==> src/rtl/trigger_ctrl_pkg.sv <==
// Shared types and constants for the trigger configuration controller.
package trigger_ctrl_pkg;

  // Mirrors ADC_RESOLUTION_WIDTH from trigger_config.vh; keep the two in step.
  localparam int ADC_RESOLUTION_WIDTH = 14;
  localparam int TW = ADC_RESOLUTION_WIDTH + 1;

  // Command word field positions
  localparam int OPC_MSB = 31;
  localparam int OPC_LSB = 28;
  localparam int VAL_MSB = 15;

  typedef enum logic [3:0] {
    OP_RISING    = 4'h1,
    OP_FALLING   = 4'h2,
    OP_BASELINE  = 4'h3,
    OP_PRE       = 4'h4,
    OP_POST      = 4'h5,
    OP_ADC_SEL   = 4'h6,
    OP_COMMIT    = 4'hA,
    OP_RUN       = 4'hB,
    OP_HALT      = 4'hC,
    OP_CLR_ERROR = 4'hD
  } opcode_t;

  typedef enum logic [1:0] {
    ST_STOPPED,
    ST_RUNNING,
    ST_DRAIN,
    ST_LOAD
  } state_t;

  // Bit index of each shadow field in the one-hot field select
  localparam int NUM_FIELDS  = 6;
  localparam int FLD_RISING  = 0;
  localparam int FLD_FALLING = 1;
  localparam int FLD_BASE    = 2;
  localparam int FLD_PRE     = 3;
  localparam int FLD_POST    = 4;
  localparam int FLD_ADC_SEL = 5;

endpackage

==> src/rtl/trigger_cmd_decode.sv <==
// Combinational command decode: opcode classification plus value range and
// sign-extension checks. A field select is only raised for a legal write.
module trigger_cmd_decode
  import trigger_ctrl_pkg::*;
#(
  parameter int PRE_W  = 1,
  parameter int POST_W = 1,
  parameter int ADC_W  = 2
) (
  input  logic [31:0]           cmd,
  output logic [NUM_FIELDS-1:0] field_sel,
  output logic                  is_commit,
  output logic                  is_run,
  output logic                  is_halt,
  output logic                  is_clr_error,
  output logic                  legal,
  output logic signed [TW-1:0]  th_value,
  output logic [PRE_W-1:0]      pre_value,
  output logic [POST_W-1:0]     post_value,
  output logic [ADC_W-1:0]      adc_value
);

  logic [3:0]       opc;
  logic [VAL_MSB:0] val;

  // Upper value bits must replicate the threshold sign bit.
  function automatic logic sext_ok(input logic [VAL_MSB:0] v);
    return v[VAL_MSB:TW-1] == {(VAL_MSB - TW + 2){v[TW-1]}};
  endfunction

  // Length values must fit the output width with nothing above it.
  function automatic logic len_ok(input logic [VAL_MSB:0] v, input int w);
    return (v >> w) == '0;
  endfunction

  // Classify the word and qualify writes by their range check.
  always_comb begin
    opc          = cmd[OPC_MSB:OPC_LSB];
    val          = cmd[VAL_MSB:0];
    field_sel    = '0;
    is_commit    = 1'b0;
    is_run       = 1'b0;
    is_halt      = 1'b0;
    is_clr_error = 1'b0;
    legal        = 1'b0;
    th_value     = $signed(val[TW-1:0]);
    pre_value    = val[PRE_W-1:0];
    post_value   = val[POST_W-1:0];
    adc_value    = val[ADC_W-1:0];
    case (opc)
      OP_RISING: begin
        legal                 = sext_ok(val);
        field_sel[FLD_RISING] = legal;
      end
      OP_FALLING: begin
        legal                  = sext_ok(val);
        field_sel[FLD_FALLING] = legal;
      end
      OP_BASELINE: begin
        legal               = sext_ok(val);
        field_sel[FLD_BASE] = legal;
      end
      OP_PRE: begin
        legal              = len_ok(val, PRE_W);
        field_sel[FLD_PRE] = legal;
      end
      OP_POST: begin
        legal               = len_ok(val, POST_W);
        field_sel[FLD_POST] = legal;
      end
      OP_ADC_SEL: begin
        legal                  = len_ok(val, ADC_W);
        field_sel[FLD_ADC_SEL] = legal;
      end
      OP_COMMIT: begin
        legal     = 1'b1;
        is_commit = 1'b1;
      end
      OP_RUN: begin
        legal  = 1'b1;
        is_run = 1'b1;
      end
      OP_HALT: begin
        legal   = 1'b1;
        is_halt = 1'b1;
      end
      OP_CLR_ERROR: begin
        legal        = 1'b1;
        is_clr_error = 1'b1;
      end
      default: legal = 1'b0;
    endcase
  end

endmodule

==> src/rtl/trigger_config_controller.sv <==
// Run control and configuration sequencer for data_trigger: stages settings in
// shadow registers and, on commit, stops the trigger, loads and strobes them.
module trigger_config_controller
  import trigger_ctrl_pkg::*;
#(
  parameter int MAX_PRE_ACQUISITION_LENGTH      = 2,
  parameter int MAX_POST_ACQUISITION_LENGTH     = 2,
  parameter int MAX_ADC_SELECTION_PERIOD_LENGTH = 4,
  parameter int DRAIN_CYCLES                    = 8
) (
  input  logic                                               ACLK,
  input  logic                                               ARESETN,
  input  logic [31:0]                                        S_AXIS_CMD_TDATA,
  input  logic                                               S_AXIS_CMD_TVALID,
  output logic                                               S_AXIS_CMD_TREADY,
  output logic signed [TW-1:0]                               RISING_EDGE_THRSHOLD,
  output logic signed [TW-1:0]                               FALLING_EDGE_THRESHOLD,
  output logic signed [TW-1:0]                               DIGITAL_BASELINE,
  output logic [$clog2(MAX_PRE_ACQUISITION_LENGTH)-1:0]      PRE_ACQUISITION_LENGTH,
  output logic [$clog2(MAX_POST_ACQUISITION_LENGTH)-1:0]     POST_ACQUISITION_LENGTH,
  output logic [$clog2(MAX_ADC_SELECTION_PERIOD_LENGTH)-1:0] ADC_SELECTION_PERIOD_LENGTH,
  output logic                                               SET_CONFIG,
  output logic                                               STOP,
  output logic                                               CONFIGURED,
  output logic                                               BUSY,
  output logic                                               CMD_ERROR
);

  localparam int PRE_W  = $clog2(MAX_PRE_ACQUISITION_LENGTH);
  localparam int POST_W = $clog2(MAX_POST_ACQUISITION_LENGTH);
  localparam int ADC_W  = $clog2(MAX_ADC_SELECTION_PERIOD_LENGTH);
  localparam int CNT_W  = $clog2(DRAIN_CYCLES + 1);

  state_t                  state_q, state_d;
  logic [CNT_W-1:0]        drain_cnt_q;
  logic                    ret_run_q;
  logic                    accept;
  logic                    err_event, clr_err;

  logic [NUM_FIELDS-1:0]   field_sel;
  logic                    is_commit, is_run, is_halt, is_clr_error, legal;
  logic signed [TW-1:0]    th_value;
  logic [PRE_W-1:0]        pre_value;
  logic [POST_W-1:0]       post_value;
  logic [ADC_W-1:0]        adc_value;

  logic signed [TW-1:0]    sh_rising, sh_falling, sh_base;
  logic [PRE_W-1:0]        sh_pre;
  logic [POST_W-1:0]       sh_post;
  logic [ADC_W-1:0]        sh_adc;

  assign accept = S_AXIS_CMD_TVALID & S_AXIS_CMD_TREADY;

  trigger_cmd_decode #(
    .PRE_W  (PRE_W),
    .POST_W (POST_W),
    .ADC_W  (ADC_W)
  ) u_decode (
    .cmd          (S_AXIS_CMD_TDATA),
    .field_sel    (field_sel),
    .is_commit    (is_commit),
    .is_run       (is_run),
    .is_halt      (is_halt),
    .is_clr_error (is_clr_error),
    .legal        (legal),
    .th_value     (th_value),
    .pre_value    (pre_value),
    .post_value   (post_value),
    .adc_value    (adc_value)
  );

  // Next state and error events for the accepted command.
  always_comb begin
    state_d   = state_q;
    err_event = 1'b0;
    clr_err   = 1'b0;
    if (accept) begin
      if (!legal)
        err_event = 1'b1;
      else if (is_clr_error)
        clr_err = 1'b1;
    end
    case (state_q)
      ST_STOPPED: begin
        if (accept && is_commit)
          state_d = ST_LOAD;
        else if (accept && is_run) begin
          if (CONFIGURED)
            state_d = ST_RUNNING;
          else
            err_event = 1'b1;
        end
      end
      ST_RUNNING: begin
        if (accept && is_commit)
          state_d = ST_DRAIN;
        else if (accept && is_halt)
          state_d = ST_STOPPED;
      end
      ST_DRAIN: begin
        if (drain_cnt_q == CNT_W'(1))
          state_d = ST_LOAD;
      end
      ST_LOAD:  state_d = ret_run_q ? ST_RUNNING : ST_STOPPED;
      default:  state_d = ST_STOPPED;
    endcase
  end

  // State, drain counter and registered control outputs (looked ahead from state_d).
  always_ff @(posedge ACLK or negedge ARESETN) begin
    if (!ARESETN) begin
      state_q           <= ST_STOPPED;
      drain_cnt_q       <= '0;
      ret_run_q         <= 1'b0;
      STOP              <= 1'b1;
      S_AXIS_CMD_TREADY <= 1'b0;
      BUSY              <= 1'b0;
      SET_CONFIG        <= 1'b0;
      CONFIGURED        <= 1'b0;
      CMD_ERROR         <= 1'b0;
    end else begin
      state_q <= state_d;
      if (state_q == ST_RUNNING && state_d == ST_DRAIN)
        drain_cnt_q <= CNT_W'(DRAIN_CYCLES);
      else if (state_q == ST_DRAIN)
        drain_cnt_q <= drain_cnt_q - CNT_W'(1);
      if (state_d == ST_LOAD) begin
        ret_run_q  <= (state_q == ST_DRAIN);
        CONFIGURED <= 1'b1;
      end
      STOP              <= (state_d != ST_RUNNING);
      S_AXIS_CMD_TREADY <= (state_d inside {ST_STOPPED, ST_RUNNING});
      BUSY              <= (state_d inside {ST_DRAIN, ST_LOAD});
      SET_CONFIG        <= (state_d == ST_LOAD);
      if (err_event)
        CMD_ERROR <= 1'b1;
      else if (clr_err)
        CMD_ERROR <= 1'b0;
    end
  end

  // Shadow registers take legal writes only.
  always_ff @(posedge ACLK or negedge ARESETN) begin
    if (!ARESETN) begin
      sh_rising  <= '0;
      sh_falling <= '0;
      sh_base    <= '0;
      sh_pre     <= '0;
      sh_post    <= '0;
      sh_adc     <= '0;
    end else if (accept) begin
      if (field_sel[FLD_RISING])  sh_rising  <= th_value;
      if (field_sel[FLD_FALLING]) sh_falling <= th_value;
      if (field_sel[FLD_BASE])    sh_base    <= th_value;
      if (field_sel[FLD_PRE])     sh_pre     <= pre_value;
      if (field_sel[FLD_POST])    sh_post    <= post_value;
      if (field_sel[FLD_ADC_SEL]) sh_adc     <= adc_value;
    end
  end

  // Active settings change only on entry to LOAD, so they are stable with SET_CONFIG.
  always_ff @(posedge ACLK or negedge ARESETN) begin
    if (!ARESETN) begin
      RISING_EDGE_THRSHOLD        <= '0;
      FALLING_EDGE_THRESHOLD      <= '0;
      DIGITAL_BASELINE            <= '0;
      PRE_ACQUISITION_LENGTH      <= '0;
      POST_ACQUISITION_LENGTH     <= '0;
      ADC_SELECTION_PERIOD_LENGTH <= '0;
    end else if (state_d == ST_LOAD) begin
      RISING_EDGE_THRSHOLD        <= sh_rising;
      FALLING_EDGE_THRESHOLD      <= sh_falling;
      DIGITAL_BASELINE            <= sh_base;
      PRE_ACQUISITION_LENGTH      <= sh_pre;
      POST_ACQUISITION_LENGTH     <= sh_post;
      ADC_SELECTION_PERIOD_LENGTH <= sh_adc;
    end
  end

endmodule

==> config.mk <==
export PLATFORM = sky130hd
export DESIGN_NAME = trigger_config_controller
export DESIGN_NICKNAME = d
export VERILOG_FILES = /design/src/rtl/trigger_ctrl_pkg.sv /design/src/rtl/trigger_cmd_decode.sv /design/src/rtl/trigger_config_controller.sv
export SDC_FILE = /design/constraint.sdc
export NUM_CORES = 1
export LEC_CHECK = 0
export BUFFER_PORTS_ARGS = -buffer_cell sky130_fd_sc_hd__buf_2
export CORE_MARGIN = 4
export CORE_UTILIZATION = 51
export DETAILED_ROUTE_END_ITERATION = 6
export PLACE_DENSITY = 0.75
export SLEW_MARGIN = 10
export SYNTH_ARGS = -nofsm -noshare
export SYNTH_HDL_FRONTEND = slang
export SYNTH_HIERARCHICAL = 1
export SYNTH_SLANG_ARGS = --single-unit
==> constraint.sdc <==
create_clock -name ACLK -period 3.9 [get_ports ACLK]
set_input_delay 0 -clock ACLK [delete_from_list [all_inputs] [get_ports ACLK]]
set_output_delay 0 -clock ACLK [all_outputs]
set_load 0.05 [all_outputs]
# == Yosys cells after proc, flatten, opt, wreduce, memory -nomap -nowiden ==
# Index checks and enable logic that the tools add are counted.
# word_totals
output_inout_bits,55
input_bits,35
reg_bits,111
word_cells,95
# op_classes
add_sub_neg,1
n_mux,32
n_eq_ne,19
reduce_logical,21
n_bitwise,1
# op_table
cell,n
zero test 16 bit,2
2-to-1 mux 1 bit,22
"equality test 4 bit, second input constant",4
"equality test 4 x 3 -> 1 bit, second input constant",3
2-to-1 mux 2 bit,6
AND reduction 2 bit,6
"equality test 2 bit, second input constant",4
"equality test 4 x 1 -> 1 bit, second input constant",2
"equality test 4 x 2 -> 1 bit, second input constant",2
2-to-1 mux 4 bit,2
one-hot mux 2 bit (4 select lines),1
nonzero test 2 bit,4
"equality test 2 x 1 -> 1 bit, second input constant",2
logical AND 1 bit,4
zero test 2 bit,2
one-hot mux 1 bit (4 select lines),1
OR reduction 4 bit,1
"subtractor 4 x 1 -> 4 bit, second input constant",1
OR reduction 3 bit,1
"!= test 2 x 1 -> 1 bit, second input constant",1
OR reduction 2 bit,1
AND 1 bit,1
equality test 1 bit,1

# == Longest topological paths before layout ==
# Gate-level depths: netlist of the first run.
# logic_depth
word_depth,10
ltp_mapped,8
depth_no_buf,7

# == By module ==
# The synthesis of the first run kept the hierarchy.
# by_module_without_submodules
mod,area_each_um2,seq_area_each_um2,n_inst,cells_each
trigger_config_controller,4239.1,2753.9,1,266
trigger_cmd_decode,322.8,0.0,1,50

# == Worst setup path after synthesis of the first run ==
# Ideal clock, no wire load.
# synth_timing
path_kind,register -> register
from,register BUSY (netlist name)
to,register ADC_SELECTION_PERIOD_LENGTH[0]
required_ns,3.775
setup_ns,0.125
n_path_buf,1
path_slack_ns,1.733
stages_incl_launch_ff,6
t_arrival_ns,2.042
synth_period_minus_slack_ns,2.167
path_cell_list,dfrtp_1 nand2b_4 or4b_4 a21oi_4 buf_6 mux2_2
# synth_rtl
item,line,rtl
"end signal, assigned",trigger_config_controller.sv:169,ADC_SELECTION_PERIOD_LENGTH <= '0;
"end signal, assigned",trigger_config_controller.sv:176,ADC_SELECTION_PERIOD_LENGTH <= sh_adc;
"end, declared",trigger_config_controller.sv:21,"output logic [$clog2(MAX_ADC_SELECTION_PERIOD_LENGTH)-1:0] ADC_SELECTION_PERIOD_LENGTH,"

# == Worst setup path after layout of the first run ==
# layout_timing
from,register state_q[0]
to,register DIGITAL_BASELINE[14]
# layout_between
elab_chain_len,5
word_cells_on_any_way,12
cone_classes,eq/ne (4); mux (7); reduce/logical (1)
# layout_rtl
item,line,rtl
"start, declared",trigger_config_controller.sv:34,"state_t state_q, state_d;"
"start signal, assigned",trigger_config_controller.sv:122,state_q <= state_d;
2-to-1 mux 2 bit,trigger_config_controller.sv:88,if (CONFIGURED)
2-to-1 mux 2 bit,trigger_config_controller.sv:87,else if (accept && is_run) begin
2-to-1 mux 2 bit,trigger_config_controller.sv:85,if (accept && is_commit)
one-hot mux 2 bit (4 select lines) *,trigger_config_controller.sv:83,case (state_q)
equality test 2 bit *,trigger_config_controller.sv:170,end else if (state_d == ST_LOAD) begin
"end signal, assigned",trigger_config_controller.sv:173,DIGITAL_BASELINE <= sh_base;
"end, declared",trigger_config_controller.sv:18,"output logic signed [TW-1:0] DIGITAL_BASELINE,"
# Every way passes the cells marked *; elsewhere a longest branch is shown, timed or not.
# A chain may end at the register's enable or synchronous reset.

==> results of run 1 <==
==> report_power, final <==
group          internal [uW]  switching, uW
registers               1420            149
clock network            313            398
logic                    359            833
total                   2090           1380
==> through the flow <==
step	util	power, uW	cell area, sq um
2_1_floorplan	-	2494	4562
3_3_place_gp	0.5600	2746	4883
3_5_place_dp	0.5600	2781	4883
4_1_cts	0.6030	3507	5259
5_1_grt	0.6030	3639	5259
6_report	0.6030	3469	5259
==> how the worst max path moves through the flow <==
stage                                          end  startpoint  cells past startpoint  slack [ns]
detailed placement       FALLING_EDGE_THRESHOLD[9]        BUSY                      5        1.45
CTS                           DIGITAL_BASELINE[14]        BUSY                      5        1.43
global route             FALLING_EDGE_THRESHOLD[1]        BUSY                      5        1.30
finish                        DIGITAL_BASELINE[14]  state_q[0]                      5        1.45
floorplan           ADC_SELECTION_PERIOD_LENGTH[0]        BUSY                      5        1.73
global placement           RISING_EDGE_THRSHOLD[0]  state_q[0]                      5        1.50
==> cell type report <==
class	instances	area [sq um]
tap	108	135.1
timing repair buffer	95	575.6
multi-input combinational	169	1553
clock inverter	7	91.34
sequential	110	2754
fill	724	3462
inverter	7	26.28
clock buffer	9	123.9
==> flip-flops by register name, summed over array words and instances, names as in the netlist <==
signal,count
ret_run_q,1
sh_pre,1
STOP,1
RISING_EDGE_THRSHOLD,15
sh_rising,15
sh_falling,15
CONFIGURED,1
DIGITAL_BASELINE,15
FALLING_EDGE_THRESHOLD,15
PRE_ACQUISITION_LENGTH,1
CMD_ERROR,1
SET_CONFIG,1
ADC_SELECTION_PERIOD_LENGTH,2
S_AXIS_CMD_TREADY,1
POST_ACQUISITION_LENGTH,1
BUSY,1
state_q,1
sh_base,15
sh_adc,2
sh_post,1
drain_cnt_q,4
==> repair_timing <==
item / 4_1_cts / 5_1_grt
hold endpoints to repair: 120 / 0
hold buffers: 16 / 0
endpoints found under the setup margin: 0 / 0
==> logic make-up after synthesis <==
family                   after synthesis
AO/OA/AOI/OAI                         19
XOR/XNOR                               1
adder cells (fa/ha/maj)                3
buffers and inverters                 37
flip-flops                           110
multiplexers                          98
AND/OR/NAND/NOR                       48
==> worst max-delay path: cells and delay by family (launching register included) <==
family	cells	cell delay, ns
AND/OR/NAND/NOR	2	0.77
flip-flops	1	0.50
AO/OA/AOI/OAI	1	0.37
multiplexers	1	0.37
buffers and inverters	1	0.30
==> cells in the mapped netlist <==
library cell and instances:
nand2_1 15, a311oi_1 1, a21oi_1 5, and2_1 1, or2_2 1, nand4b_1 1, nor3_1 4, a22o_1 1
nor2_1 10, nor4_1 4, or4_4 1, o221ai_2 1, nand4_1 1, ha_1 3, a21o_1 1, o21ai_0 2
nor2b_1 1, dfstp_2 1, buf_4 19, a211oi_1 2, nand3_1 2, a221oi_1 1, nand2b_1 2, mux2_1 3
a22oi_1 1, or4b_4 1, nand2b_4 1, o21a_1 2, o2bb2ai_1 1, or3_1 1, buf_6 6, dfrtp_1 109
nand3b_1 1, a21oi_4 1, xnor2_1 1, inv_1 7, mux2_2 95, clkbuf_1 5, nor4b_1 1
==> layout by cell type, fill, tap and decap left out, drive strengths merged, types with 3 or more instances in the layout <==
master         n
mux2          98
nand2         15
inv           10
buf           79
dfrtp        109
nand2b         3
nor2          10
dlygate4sd3   16
nor4           4
ha             3
a21oi          6
nor3           4
clkbuf         9
==> routing by layer <==
layer / vias up / share of wire
met5: - / 0
met3: 11 / 0.077
met4: 0 / 0.012
li1: 1247 / -
met1: 1356 / 0.43
met2: 84 / 0.48
==> metrics.md, run 1 <==
| Metric | Value |
|---|---|
| Outcome | `finished, final reports clean` |
| Fin crit share | `0.6294` |
| Critical Path End Type | `flip-flop` |
| Xor and xnor area share after synthesis | `0.001920` |
| RR Startpoint | `state_q[0]` |
| Post-Synthesis Cells | `316` |
| Clock root cell | `clkbuf_8` |
| Top post-synthesis cells by area | `dfrtp_1 (60%), mux2_2 (23%), buf_4 (3.1%)` |
| WHS | `0.07186 ns` |
| Post-synthesis adder-cell area fraction | `0.008228` |
| RSZ-0062 raised after global routing | `false` |
| Drt pass-1 iters | `4` |
| Final HPWL DP | `5842 microns` |
| CTS tree | `built` |
| Mux cell area share after synthesis | `0.2419` |
| Number of remaining DRC errors | `0` |
| H-tree levels | `3` |
| Post-route minimum period | `2.455 ns` |
| Final Hold Vio Count | `0` |
| Clk slew on worst S/H paths | `0.10 ns` |
| Syn Nets | `354` |
| Met1 Use GR | `0.2392` |
| Share of cells above drive strength 1 | `0.4962` |
| Largest area contributor in the netlist | `dfrtp_1` |
| Post CTS Setup Buffer Count | `0` |
| Pin count of the biggest net entering global routing | `74` |
| Yosys cell types | `39` |
| First-pass GRT wire length | `14,180 microns` |
| Antenna-violating nets left | `0` |
| Crit path cell chain | `nand2b_4 > or4b_4 > a21oi_4 > buf_12 > mux2_2` |
| Met3 Use GR | `0.05142` |
| Diodes inserted | `0` |
| Core footprint | `0.008721 sq mm` |
| WP data required | `4.15 ns` |
| Die width | `102.6 microns` |
| Clock skew | `0.01241 ns` |
| Reg2Reg Capture Point | `DIGITAL_BASELINE[14]` |
| Hold path start | `S_AXIS_CMD_TDATA[30]` |
| Leakage | `0.002664 uW` |
| Max cap viols | `0` |
| R2R depth | `5` |
| Num ports | `90` |
| Placed instance count | `473` |
| DR vias | `2,698` |
| PnR worst setup slack | `1.445 ns` |
| Busiest grt layer | `met2` |
| Final net count | `430` |
| PortBufs | `77` |
| Via/cell ratio | `5.343` |
| Vias in the first global route | `2,807` |
| Seq/Total Area, Yosys | `0.6037` |
| Synth Area in Simple Gates | `0.05623` |
| Die height | `102.6 microns` |
| Critical path class | `flip-flop to flip-flop` |
| Met2 Usage GRT | `0.2756` |
| CP arrival | `2.70 ns` |
| Clock insertion delay at the later pin of the skew report | `0.37 ns` |
| Initial DRC count | `69` |
| Share of the synthesized area in the top cell type | `0.5979` |
| Crit-path max FO | `41` |
| Initial core utilization | `0.5231` |
| Initial antenna violation count | `0` |
| Post-Syn Area | `0.004562 sq mm` |
| Die Area | `0.01052 sq mm` |
| Routability cong. | `0.8777` |
| Compound-cell area share of the yosys netlist | `0.03209` |
| Cts repair resizes | `0` |
| Row cnt | `34` |
| Hold Path Sink | `CMD_ERROR` |
| Clk sinks | `110` |
| P per Cell Area | `659.6 mW/mm^2` |
| Startpoint Class | `flip-flop` |
| Area grow syn2layout | `15.28%` |
| WHS Path Cells | `4` |
| Syn_area_per_cell | `14.44 sq um` |
| Longest Clk Path Bufs | `2` |
| Layout Cells excl Fill | `505` |
| CP max-delay cell | `or4b_4` |
| Post-synthesis sequential element count | `110` |
| Pre-CTS WS | `1.449 ns` |
| Worst-Margin Slew | `0.9037 ns` |
| Final setup viols | `0` |
| GR Util All Layers | `0.1753` |
| R2R Setup Slk | `1.45 ns` |
| Largest family of logic cells by synthesized area | `multiplexers` |
| Num CTS Buffers | `9` |
| Max Slew Vio Count | `0` |
| Setup TNS | `0 ns` |
| Yosys warns | `6` |
| Maximum cell stage delay along the critical path | `0.56 ns` |
| Grt ovf | `0` |
| Total wire length | `8642 microns` |
| Worst slew margin | `0.3975` |
| FMAX | `407.4 MHz` |
| WL per Instance | `17.11 microns` |
| Max VDD drop | `0.4571 mV` |
| Worst Hold Class | `input pin to flip-flop` |
Note: power is estimated with default switching activity, not from simulation.
==> run 2: changes to the inputs <==
- clock period: 3.9 -> 2.4 ns (I/O delays scaled with it)
==> run 2 against run 1 <==
Compared with the run above: worst setup slack got worse by 1.1 ns; flip-flop and latch count unchanged; combinational power increased by 66%; wire length decreased by 1.2%; core utilization increased by 0.56 points; clock power increased by 45%; clock-buffer cell count increased by 3; non-clock buffer count increased by 7; power increased by 60%; clock skew decreased by 0.0035 ns; critical path depth increased by 1; via count decreased by 0.11%; highest routed layer unchanged.
==> metrics.md, run 2 (synthesized netlist as in run 1, its figures left out) <==
| Metric | Value |
|---|---|
| WP data required | `2.65 ns` |
| Routability cong. | `0.8659` |
| DR vias | `2,695` |
| PortBufs | `77` |
| H-tree levels | `3` |
| RSZ-0062 raised after global routing | `false` |
| Crit-path max FO | `28` |
| Num CTS Buffers | `9` |
| Max cap viols | `0` |
| Initial DRC count | `72` |
| Post-route minimum period | `2.063 ns` |
| Total wire length | `8537 microns` |
| Most common cell after layout, fill and taps aside | `dfrtp_1` |
| Antenna-violating nets left | `0` |
| Clock skew | `0.008892 ns` |
| Final Hold Vio Count | `0` |
| PnR worst setup slack | `0.3371 ns` |
| Grt ovf | `0` |
| Drt pass-1 iters | `4` |
| Worst-Margin Slew | `0.4883 ns` |
| Pre-CTS WS | `0.3455 ns` |
| FMAX | `484.8 MHz` |
| P per Cell Area | `1043 mW/mm^2` |
| Clk sinks | `110` |
| Vias in the first global route | `2,790` |
| Area grow syn2layout | `16.35%` |
| Setup TNS | `0 ns` |
| Number of remaining DRC errors | `0` |
| Leakage | `0.002695 uW` |
| CTS tree | `built` |
| First-pass GRT wire length | `13,860 microns` |
| Max VDD drop | `0.7195 mV` |
| Clock root cell | `clkbuf_8` |
| WHS | `0.06957 ns` |
| DP Area | `0.004961 sq mm` |
| Fin crit share | `0.8595` |
| Die Area | `0.01052 sq mm` |
| Final HPWL DP | `5886 microns` |
| Via/cell ratio | `5.264` |
| Startpoint Class | `flip-flop` |
| Initial antenna violation count | `0` |
| Final setup viols | `0` |
| Post-layout instance area | `0.005308 sq mm` |
| Row cnt | `34` |
| Critical Path End Type | `flip-flop` |
| Worst slew margin | `0.6745` |
| Initial core utilization | `0.5231` |
| Critical path class | `flip-flop to flip-flop` |
| Core footprint | `0.008721 sq mm` |
| Filler cell count | `696` |
| Outcome | `finished, final reports clean` |
| Clock insertion delay at the later pin of the skew report | `0.36 ns` |
| WL per Instance | `16.67 microns` |
| Most frequent cells in the layout | `dfrtp_1 (109), mux2_2 (95), buf_2 (76)` |
| GR Util All Layers | `0.1715` |
| Diodes inserted | `0` |
| Worst Hold Class | `input pin to flip-flop` |
| Num ports | `90` |
| Longest Clk Path Bufs | `2` |
| CP arrival | `2.31 ns` |
| Pin count of the biggest net entering global routing | `53` |
| Max Slew Vio Count | `0` |
| Die width | `102.6 microns` |
| Share of cells above drive strength 1 | `0.5025` |
| Final net count | `437` |
| Die height | `102.6 microns` |
| Clk slew on worst S/H paths | `0.10 ns` |
run 2: changes by cell type in the layout (fill, tap and decap cells not counted), sizes merged:
cell | before | now
buf | 79 | 86
clkbuf | 9 | 12
inv | 10 | 7
clkinv | 2 | 4
bufinv | 1 | 0
clkinvlp | 1 | 0
run 2: metrics by stage:
step / cells / utilization / power (uW)
detailed placement: 480 / 0.5689 / 4540
global route: 512 / 0.6086 / 5810
floorplan: 316 / - / 4053
finish: 512 / 0.6086 / 5533
global placement: 480 / 0.5689 / 4489
CTS: 512 / 0.6086 / 5600
run 2: what timing repair did:
item	CTS	global route
buffers inserted	0	0
endpoints found under the hold margin	84	0
hold buffers	16	0
gates resized for setup	0	0
run 2: layer usage:
metal,wire length (microns),global-route usage,vias up
met3,604,0.05480,7
met5,0,0,-
met4,68,0.03935,0
met1,3891,0.2295,1351
li1,-,-,1258
met2,3974,0.2756,79
run 2: critical path, stage by stage, from the launching register on:
cell and delay (ns):
dfrtp_1 0.41, inv_1 0.11, ha_1 0.15, or4b_4 0.49, a21oi_4 0.21, buf_12 0.22
mux2_2 0.36
run 2: where the power goes:
part | total, uW | leakage (uW) | internal (uW) | switching [uW]
Combinational | 1980 | 0.00116 | 604 | 1370
Sequential | 2520 | 0.00144 | 2300 | 217
Clock | 1030 | 0.0000965 | 440 | 595
run 2: final timing paths:
check,end,start,slack [ns],cells past startpoint
max in group asynchronous,DIGITAL_BASELINE[5],ARESETN,1.58,3
max,RISING_EDGE_THRSHOLD[11],drain_cnt_q[1],0.34,6
min in group asynchronous,ADC_SELECTION_PERIOD_LENGTH[1],ARESETN,0.14,2
max reg2reg,RISING_EDGE_THRSHOLD[11],drain_cnt_q[1],0.34,6
min reg2reg,ADC_SELECTION_PERIOD_LENGTH[1],ADC_SELECTION_PERIOD_LENGTH[1],0.49,1
min,CMD_ERROR,S_AXIS_CMD_TDATA[30],0.07,4
run 2: final cells by class:
cell class	instances	area, sq um	area share
Sequential cell	110	2754	0.5189
Multi-Input combinational cell	169	1553	0.2926
Timing Repair Buffer	102	653.1	0.1231
Clock buffer	12	155.1	0.02923
Tap cell	108	135.1	0.02546
Clock inverter	4	31.28	0.005893
Inverter	7	26.28	0.004950
==> run 3: changes to the inputs <==
- PLACE_DENSITY: 0.75 -> 0.77
==> run 3 against run 2 <==
Compared with the run above: wire length is 0.27% higher; worst setup slack got worse by 0.059 ns; via count grew 0.67%; sequential share of layout area up 0.23 points; flip-flop and latch count unchanged; clock power about the same; register-to-register slack lost 0.06 ns; clock skew is 0.0040 ns higher; largest power group unchanged.
==> metrics.md, run 3 (synthesized netlist as in run 1, its figures left out) <==
| Metric | Value |
|---|---|
| Post-layout instance area | `0.005284 sq mm` |
| CP top delay family | `simple AND/OR/NAND/NOR gates` |
| Core footprint | `0.008721 sq mm` |
| Final Hold Vio Count | `0` |
| Reg power frac | `0.454` |
| Clk sinks | `110` |
| Area grow syn2layout | `15.83%` |
| Setup TNS | `0 ns` |
| Initial DRC count | `42` |
| Diodes inserted | `0` |
| H-tree levels | `3` |
| WHS Path Cells | `4` |
| DR vias | `2,713` |
| Area of the multi-input gates | `0.001553 sq mm` |
| PnR worst setup slack | `0.2783 ns` |
| PortBufs | `77` |
| Via/cell ratio | `5.320` |
| Antenna-violating nets left | `0` |
| WP data required | `2.65 ns` |
| Crit path cell chain | `inv_1 > ha_1 > or4b_4 > a21oi_4 > buf_12 > mux2_2` |
| Worst Hold Class | `input pin to flip-flop` |
| WL per Instance | `16.78 microns` |
| Filler cell count | `699` |
| Critical Path End Type | `flip-flop` |
| Combinational Power Share | `0.355` |
| CP max-delay cell | `or4b_4` |
| Clock network fraction of total power | `0.191` |
| Crit-path max FO | `51` |
| P per Cell Area | `1053 mW/mm^2` |
| Number of remaining DRC errors | `0` |
| Routability cong. | `0.8554` |
| Met3 Use GR | `0.05345` |
| Initial core utilization | `0.5231` |
| Worst-Margin Slew | `0.6031 ns` |
| Busiest grt layer | `met2` |
| Util after Layout | `0.6059` |
| Initial antenna violation count | `0` |
| Total wire length | `8560 microns` |
| Clk slew on worst S/H paths | `0.11 ns` |
| Met2 Usage GRT | `0.2825` |
| Longest Clk Path Bufs | `2` |
| Share of cells above drive strength 1 | `0.5000` |
| Row cnt | `34` |
| Critical path depth | `6` |
| GR Util All Layers | `0.1758` |
| Clock insertion delay at the later pin of the skew report | `0.37 ns` |
| Num ports | `90` |
| First-pass GRT wire length | `14,220 microns` |
| CP bufs+invs | `2` |
| Most common cell after layout, fill and taps aside | `dfrtp_1` |
| Max Slew Vio Count | `0` |
| Outcome | `finished, final reports clean` |
| Num CTS Buffers | `9` |
| Clock root cell | `clkbuf_8` |
| RSZ-0062 raised after global routing | `false` |
| FMAX | `471.3 MHz` |
| P_int | `3309 uW` |
| Final setup viols | `0` |
| Sw frac | `0.4053` |
| Drt pass-1 iters | `4` |
| Most frequent cells in the layout | `dfrtp_1 (109), mux2_2 (95), buf_2 (76)` |
| Max VDD drop | `0.6327 mV` |
| Die Area | `0.01052 sq mm` |
| Pre-CTS WS | `0.2898 ns` |
| Post-route minimum period | `2.122 ns` |
| R2R depth | `6` |
| Clock skew | `0.01292 ns` |
| Psw | `2255 uW` |
| Maximum cell stage delay along the critical path | `0.50 ns` |
| FF/Latch Area | `0.002754 sq mm` |
| Grt ovf | `0` |
| Max cap viols | `0` |
| DP Area | `0.004933 sq mm` |
| Vias in the first global route | `2,872` |
| Final net count | `435` |
| Cts repair resizes | `0` |
| Worst slew margin | `0.5979` |
| Startpoint Class | `flip-flop` |
| Fin crit share | `0.8841` |
| Final HPWL DP | `5798 microns` |
| Met1 Use GR | `0.2332` |
| WHS | `0.07308 ns` |
| Pin count of the biggest net entering global routing | `111` |
| CTS tree | `built` |
| Die width | `102.6 microns` |
| CP arrival | `2.37 ns` |
| Critical path class | `flip-flop to flip-flop` |
| Leakage | `0.002682 uW` |
| Die height | `102.6 microns` |
run 3: what timing repair did:
action	CTS	global route
endpoints found under the setup margin	0	0
endpoints found under the hold margin	158	0
hold buffers	16	0
buffers inserted	0	0
run 3: cell type report:
cell class              instances  area share
clock buffers                  10     0.02415
clock inverters                 6     0.01184
inverters                       7    0.004973
multi-input cells             169      0.2939
flip-flops and latches        110      0.5212
well taps                     108     0.02557
repair buffers                100      0.1184
run 3: stage by stage:
step,total power (uW),std cells
final,5563,510
after global routing,5867,510
after CTS,5639,510
after detailed placement,4543,478
after global placement,4479,478
after floorplan,4053,316
run 3: final timing paths:
check                                                     from                             end  slack (ns)
worst max-delay path                            drain_cnt_q[1]            DIGITAL_BASELINE[14]        0.28
worst min-delay path                      S_AXIS_CMD_TDATA[28]                          sh_pre        0.07
worst max register to register                  drain_cnt_q[1]            DIGITAL_BASELINE[14]        0.28
worst min register to register  ADC_SELECTION_PERIOD_LENGTH[1]  ADC_SELECTION_PERIOD_LENGTH[1]        0.49
max in group asynchronous                              ARESETN                    sh_rising[6]        1.70
min in group asynchronous                              ARESETN             DIGITAL_BASELINE[0]        0.19
run 3: worst min-delay path, cell delays in order:
cell and delay [ns]:
buf_2 0.15, nor3_1 0.07, nand2_1 0.05, mux2_2 0.14
run 3: metal layers:
metal / wire length [microns] / part of all wire / vias to the layer above
met5: 0 / 0 / -
met1: 3817 / 0.45 / 1380
li1: - / - / 1254
met4: 101 / 0.012 / 0
met2: 4092 / 0.48 / 70
met3: 548 / 0.064 / 9
run 3: power groups by stage:
stage,clock network (uW),logic [uW],registers [uW]
5_1_grt,1190,2090,2590
3_5_place_dp,0,1980,2570
2_1_floorplan,0,553,3500
4_1_cts,1110,2000,2530
6_report,1060,1970,2530
3_3_place_gp,0,1940,2540
